## src/rtl/i2s_xfer_ctrl_if.sv

```systemverilog
// Register-side and shift-engine-side signals of the I2S transfer controller.
// slave: controller view; master: register file / shift engine view.
interface i2s_xfer_ctrl_if #(
  parameter int DATA_W = 32
);
  logic [31:0]       controls;
  logic [DATA_W-1:0] tx_reg;
  logic              tx_wr;
  logic              rx_rd;
  logic              ser_req;
  logic [DATA_W-1:0] ser_data;
  logic              ser_valid;
  logic              des_valid;
  logic [DATA_W-1:0] des_data;
  logic              reg_wen;
  logic              reg_ren;
  logic [DATA_W-1:0] rx_data;
  logic [3:0]        status;
  logic              irq;

  modport slave (
    input  controls, tx_reg, tx_wr, rx_rd,
    input  ser_req, des_valid, des_data,
    output ser_data, ser_valid, reg_wen,
    output reg_ren, rx_data, status, irq
  );

  modport master (
    output controls, tx_reg, tx_wr, rx_rd,
    output ser_req, des_valid, des_data,
    input  ser_data, ser_valid, reg_wen,
    input  reg_ren, rx_data, status, irq
  );
endinterface

```

## src/rtl/i2s_xfer_ctrl.sv

```systemverilog
// I2S word transfer sequencer: TX double buffer, RX capture, sticky flags.
// Define I2S_XFER_CTRL_IRQ_EN to drive a registered interrupt on irq.
module i2s_xfer_ctrl #(
  parameter int DATA_W    = 32,
  parameter int EN_BIT    = 0,
  parameter int TX_EN_BIT = 1,
  parameter int RX_EN_BIT = 2,
  parameter int CLR_BIT   = 3
) (
  input logic            pclk,
  input logic            presetn,
  i2s_xfer_ctrl_if.slave bus
);

  typedef enum logic [1:0] {
    TX_OFF,
    TX_EMPTY,
    TX_LOAD,
    TX_FULL
  } tx_state_t;

  tx_state_t         state;
  logic [DATA_W-1:0] shadow;
  logic              pend;
  logic [DATA_W-1:0] rx_data;
  logic              rx_full;
  logic              tx_udr;
  logic              rx_ovr;

  logic tx_on;
  logic rx_on;
  logic clr;
  logic tx_empty;
  logic ctl_unused;

  assign ctl_unused = ^bus.controls;

  assign tx_on = bus.controls[EN_BIT]
               & bus.controls[TX_EN_BIT];
  assign rx_on = bus.controls[EN_BIT]
               & bus.controls[RX_EN_BIT];
  assign clr   = bus.controls[CLR_BIT];

  // Word handover to the serializer
  always_ff @(posedge pclk or negedge presetn) begin
    if (!presetn) begin
      state  <= TX_OFF;
      shadow <= '0;
      pend   <= 1'b0;
    end else if (!tx_on) begin
      state  <= TX_OFF;
      shadow <= '0;
      pend   <= 1'b0;
    end else begin
      unique case (state)
        TX_OFF: state <= TX_EMPTY;
        TX_EMPTY: begin
          if (bus.tx_wr) state <= TX_LOAD;
        end
        TX_LOAD: begin
          shadow <= bus.tx_reg;
          state  <= TX_FULL;
        end
        TX_FULL: begin
          if (bus.ser_req) begin
            pend  <= 1'b0;
            state <= (pend | bus.tx_wr)
                   ? TX_LOAD : TX_EMPTY;
          end else if (bus.tx_wr && !pend) begin
            pend <= 1'b1;
          end
        end
        default: state <= TX_OFF;
      endcase
    end
  end

  always_ff @(posedge pclk or negedge presetn) begin
    if (!presetn) begin
      rx_data <= '0;
      rx_full <= 1'b0;
    end else if (!rx_on) begin
      rx_full <= 1'b0;
    end else if (bus.des_valid) begin
      rx_data <= bus.des_data;
      rx_full <= 1'b1;
    end else if (bus.rx_rd) begin
      rx_full <= 1'b0;
    end
  end

  // Clear dominates set; flags outlive disable
  always_ff @(posedge pclk or negedge presetn) begin
    if (!presetn) begin
      tx_udr <= 1'b0;
      rx_ovr <= 1'b0;
    end else if (clr) begin
      tx_udr <= 1'b0;
      rx_ovr <= 1'b0;
    end else begin
      if (bus.ser_req &&
          (state == TX_EMPTY ||
           state == TX_LOAD))
        tx_udr <= 1'b1;
      if (rx_on && bus.des_valid &&
          rx_full && !bus.rx_rd)
        rx_ovr <= 1'b1;
    end
  end

  assign tx_empty      = (state == TX_EMPTY);
  assign bus.ser_data  = shadow;
  assign bus.ser_valid = (state == TX_FULL);
  assign bus.reg_wen   = tx_empty
                       | ((state == TX_FULL) & ~pend);
  assign bus.reg_ren   = rx_full;
  assign bus.rx_data   = rx_data;
  assign bus.status    = {rx_ovr, tx_udr,
                          rx_full, tx_empty};

`ifdef I2S_XFER_CTRL_IRQ_EN
  logic irq_q;

  always_ff @(posedge pclk or negedge presetn) begin
    if (!presetn) begin
      irq_q <= 1'b0;
    end else begin
      irq_q <= tx_udr | rx_ovr
             | (rx_full & rx_on)
             | (tx_empty & tx_on);
    end
  end

  assign bus.irq = irq_q;
`else
  assign bus.irq = 1'b0;
`endif

endmodule

```

## src/flat_wrapper.sv

```systemverilog
// flat-port wrapper written by rule: the top's interface ports become plain ports
module i2s_xfer_ctrl_flat 
#(
  parameter int DATA_W    = 32,
  parameter int EN_BIT    = 0,
  parameter int TX_EN_BIT = 1,
  parameter int RX_EN_BIT = 2,
  parameter int CLR_BIT   = 3
)
  (pclk, presetn, bus_controls, bus_tx_reg, bus_tx_wr, bus_rx_rd, bus_ser_req, bus_des_valid, bus_des_data, bus_ser_data, bus_ser_valid, bus_reg_wen, bus_reg_ren, bus_rx_data, bus_status, bus_irq);
  i2s_xfer_ctrl_if #(.DATA_W(DATA_W)) bus_i ();
  input logic pclk;
  input logic presetn;
  input wire logic [$bits(bus_i.controls)-1:0] bus_controls;
  input wire logic [$bits(bus_i.tx_reg)-1:0] bus_tx_reg;
  input wire logic [$bits(bus_i.tx_wr)-1:0] bus_tx_wr;
  input wire logic [$bits(bus_i.rx_rd)-1:0] bus_rx_rd;
  input wire logic [$bits(bus_i.ser_req)-1:0] bus_ser_req;
  input wire logic [$bits(bus_i.des_valid)-1:0] bus_des_valid;
  input wire logic [$bits(bus_i.des_data)-1:0] bus_des_data;
  output wire logic [$bits(bus_i.ser_data)-1:0] bus_ser_data;
  output wire logic [$bits(bus_i.ser_valid)-1:0] bus_ser_valid;
  output wire logic [$bits(bus_i.reg_wen)-1:0] bus_reg_wen;
  output wire logic [$bits(bus_i.reg_ren)-1:0] bus_reg_ren;
  output wire logic [$bits(bus_i.rx_data)-1:0] bus_rx_data;
  output wire logic [$bits(bus_i.status)-1:0] bus_status;
  output wire logic [$bits(bus_i.irq)-1:0] bus_irq;
  assign bus_i.controls = bus_controls;
  assign bus_i.tx_reg = bus_tx_reg;
  assign bus_i.tx_wr = bus_tx_wr;
  assign bus_i.rx_rd = bus_rx_rd;
  assign bus_i.ser_req = bus_ser_req;
  assign bus_i.des_valid = bus_des_valid;
  assign bus_i.des_data = bus_des_data;
  assign bus_ser_data = bus_i.ser_data;
  assign bus_ser_valid = bus_i.ser_valid;
  assign bus_reg_wen = bus_i.reg_wen;
  assign bus_reg_ren = bus_i.reg_ren;
  assign bus_rx_data = bus_i.rx_data;
  assign bus_status = bus_i.status;
  assign bus_irq = bus_i.irq;
  i2s_xfer_ctrl #(.DATA_W(DATA_W), .EN_BIT(EN_BIT), .TX_EN_BIT(TX_EN_BIT), .RX_EN_BIT(RX_EN_BIT), .CLR_BIT(CLR_BIT)) u_core (.pclk(pclk), .presetn(presetn), .bus(bus_i));
endmodule
```

## config.mk

```make
export PLATFORM = sky130hd
export DESIGN_NAME = i2s_xfer_ctrl_flat
export DESIGN_NICKNAME = d
export VERILOG_FILES = /design/src/rtl/i2s_xfer_ctrl_if.sv /design/src/rtl/i2s_xfer_ctrl.sv /design/src/flat_wrapper.sv
export SDC_FILE = /design/constraint.sdc
export NUM_CORES = 1
export LEC_CHECK = 0
export ABC_AREA = 1
export CORE_UTILIZATION = 40
export DETAILED_ROUTE_END_ITERATION = 16
export PLACE_DENSITY = 0.87
export SLEW_MARGIN = 5
export SYNTH_ARGS = -nofsm -noshare
export SYNTH_HDL_FRONTEND = slang
export SYNTH_SLANG_ARGS = --single-unit
```

## constraint.sdc

```tcl
create_clock -name pclk -period 4.4 [get_ports pclk]
set_clock_uncertainty 0.2 [all_clocks]
set_input_delay 0.44 -clock pclk [delete_from_list [all_inputs] [get_ports pclk]]
set_output_delay 0.44 -clock pclk [all_outputs]
set_load 0.01 [all_outputs]
```

==> run summary <==
The flow ran to the end, and the final reports show no timing, DRC or antenna violations. The startpoint identified for the worst register-to-register timing path is u_core.state[0]. The worst setup path is captured at a primary output.

The number of buffer cells added on primary ports was 144; the minimum period implied by the final worst setup slack was 2424 ps. Setup slack closes at 1976 ps. Sorting the synthesized cells by area gives the leading types as dfrtp_1, nand2_1, a21oi_1, inv_1, o21ai_1. The logs give 42.20% for the starting density of the core and 0 for the count of buffers added by post-CTS timing repair for setup.

In the final routed layout, each cell accounts on average for 13.40 um. Clock tree synthesis found a total of 70 sinks. The worst setup path startpoint was u_core.state[0].

The cell count after synthesis came out at 328. The top cell type's share of synthesized area is 59.78%. Using the TritonRoute via totals, the vias-per-cell ratio works out to 4.670. STA puts the critical path data arrival time at 1780 ps. Detailed-routing iteration count for the pre-antenna-repair pass: 4.

From synthesis to final layout, the design area changed by 55.64%. Setup repair after global routing left no endpoint under its margin. 0 antenna diodes ended up in the layout. The number of hold violations in the final report was 0.

Critical path class: flip-flop to primary output. TritonCTS built the clock tree. For the post-DP HPWL, the log shows 5478 um. For the slack of the worst reg-to-reg path, the log shows 2120 ps. Final hold analysis gives a worst-case slack of 2.043 ps. Once placement finished, the instance area stood at 4357 um2.

Of all flip-flops after synthesis, the portion carrying an async set or reset was 100.0%. In this run the power density over the cells is 342.0 nW/um2. The number of global-route vias before repair is 2,644, and the total via count after detailed routing is 2,629.

The initial antenna violation count came out at 0. In this run, post-CTS hold repair placed 0 buffers. The first routing iteration left 66 violations.

The logs give 0 ps for the sum of negative setup slack and 0.2420 mV for the worst vdd rail ir drop. The run gives 330 ps as the clock network latency to the later pin of the worst-skew pair. The run gives 0 as the DRC violation count after routing.

Global routing finished with a remaining overflow of 0. Of the cells placed in the final design, the portion with a size suffix greater than 1 is 4.711%. For this run, the top clock speed supported by timing is 412.6 MHz. The synthesized design spends more area on one cell type than any other, namely dfrtp_1. Total power for the finished layout comes to 1560 uW. The largest single stage delay on the critical path is 540 ps. Counting every net in the synthesized netlist gives 435. Clock-pin slew was measured on the worst setup and hold paths at 80 ps.

The region available for standard cell placement spans 6944 um2. For this run, the number of Yosys warnings is 0. The tree is rooted in a clkbuf_8. Of the synthesized area, sequential elements account for 59.78%.

In this run the horizontal extent of the chip is 87.59 um. The primary flip-flop cell chosen by synthesis mapping was dfrtp_1. The post-synthesis area per instance is 8.934 um2, and the count of unique library cells instantiated by Yosys is 21.

The worst path buffer plus inverter count was 2. In this run the worst path has a maximum fanout of 6. Once detail routing completed, the nets flagged for antenna violations numbered 0.

Measured against its own limit, the worst slew margin works out to 27.48%. The H-tree generated during clock tree synthesis spans 3 levels. The worst setup path is launched from a flip-flop. Entering global routing, the biggest net connects 71 pins.

For the worst setup path, the data required time is 3760 ps. The logs give 0.002248 uW for the leakage power total and 0 for the final count of negative-setup-slack endpoints. 174 I/O pins were placed. The run gives 0 as the number of max-slew violations in the final report.

The library cell with the highest instance count after synthesis is nand2_1. The capturing instance or port of the critical path is bus_reg_wen. The worst setup timing slack at the placement stage is 1616 ps, and the number of cells on the critical path is 4. Of the available clock period, the critical path in the final layout requires 55.09%. Global routing used 20.51% of the available tracks across all layers. The endpoint identified for the worst register-to-register timing path is u_core.bus.ser_data[26]. Post-synthesis cell area: 2930 um2. Number of synthesized flops with an enable pin: 0.

Flop and latch count out of synthesis: 70. The final non-filler cell area is 4561 um2, and the global-route wire length before repair is 12,010 um. Maximum count of clock buffers along a single path: 2.

After floorplanning, the core was divided into 30 placement rows. The pin slew with the least headroom to its limit was 1088 ps; the number of max-cap violations was 0. Measured in cells, the most critical reg-to-reg path has a length of 4. The floorplan step set the die height to 87.59 um.

By count the netlist is led by nand2_1, dfrtp_1, inv_1. Routability-driven placement finished with a final weighted congestion of 0.7450. Wires add up to 7547 um. The signal on the critical path passes through ha_1, inv_1, o21bai_1, clkdlybuf4s50_1. The die covers 7672 um2. The tools report the number of gates resized after cts as 0.

Counting the buffers created by CTS gives 9. The critical path's slowest cell is clkdlybuf4s50_1. The path category of the worst min-delay check was primary input to asynchronous set/reset pin. After the last flow step, the layout net total stands at 569. The cell family contributing the most delay on the critical path is buffers and inverters.
-- metrics by stage --
step                      cells  util (%)
final                       563     65.68
after global routing        563     65.68
after CTS                   563     65.68
after detailed placement    547     62.74
after global placement      547     62.74
after floorplan             328         -
-- registers in the layout, indices dropped and copies added, names as in the netlist --
register,count
u_core.tx_udr,1
u_core.bus.reg_ren,1
u_core.pend,1
u_core.state,2
u_core.rx_ovr,1
u_core.bus.ser_data,32
u_core.bus.rx_data,32
-- logic make-up (layout without fill, tap and decap cells) --
kind of cell	count (synthesis)	after routing	share of synthesized area (%)
and+or+nand+nor	118	118	15.67
DFF	70	70	59.78
other	1	1	0.1280
AOI/OAI and AO/OA	71	71	12.30
adders and majority gates	5	5	2.135
buffers and inverters	63	202	9.991
-- worst reg2reg max path, delay by kind of cell, from the launching register on --
| family | cells | cell delay, ps |
|---|---|---|
| buf+inv | 1 | 160 |
| fa+ha+maj | 1 | 920 |
| compound gates | 2 | 440 |
| flops | 1 | 460 |
-- how the worst min path moves through the flow --
stage / slack [ps] / cells past startpoint / endpoint / from
6_report: 2 / 1 / u_core.bus.ser_data[17] / presetn
5_1_grt: 70 / 1 / u_core.bus.ser_data[17] / presetn
4_1_cts: 40 / 1 / u_core.bus.ser_data[10] / presetn
3_5_place_dp: 260 / 2 / u_core.bus.rx_data[4] / u_core.bus.rx_data[4]
3_3_place_gp: 260 / 2 / u_core.bus.rx_data[29] / u_core.bus.rx_data[29]
2_1_floorplan: -60 / 0 / u_core.bus.reg_ren / presetn
-- where the power goes --
| part | total (uW) | internal, uW | switching (uW) |
|---|---|---|---|
| sequential | 729 | 696 | 33.1 |
| combinational | 306 | 176 | 130 |
| clock | 524 | 268 | 256 |
| total | 1560 | 1140 | 419 |
-- placed cells by master (no fill, tap or decap), drive strengths merged --
master / count
clkbuf: 9
a211oi: 1
o21ai: 33
conb: 1
nand4: 1
clkdlybuf4s50: 143
ha: 5
dfrtp: 70
buf: 1
inv: 45
nand3: 5
bufinv: 1
clkinvlp: 2
o21bai: 1
clkinv: 1
nand2: 108
a21oi: 36
nor2: 4
-- area by class of cell --
| cell class | count | area, um2 |
|---|---|---|
| timing repair buffer | 144 | 1439 |
| clock inverter | 7 | 80.08 |
| sequential | 70 | 1752 |
| fill | 579 | 2384 |
| multi-input combinational | 195 | 888.4 |
| tap | 96 | 120.1 |
| clock buffer | 9 | 123.9 |
| inverter | 42 | 157.7 |
-- per-layer routing --
layer,up-vias,GRT usage (%),wire (um),part of all wire (%)
li1,1288,-,-,-
met3,8,9.614,888,12
met1,1219,22.50,2948,39
met5,-,0,0,0
met4,0,6.855,80,1.1
met2,114,35.16,3629,48
Power figures use the tool's default switching activity.
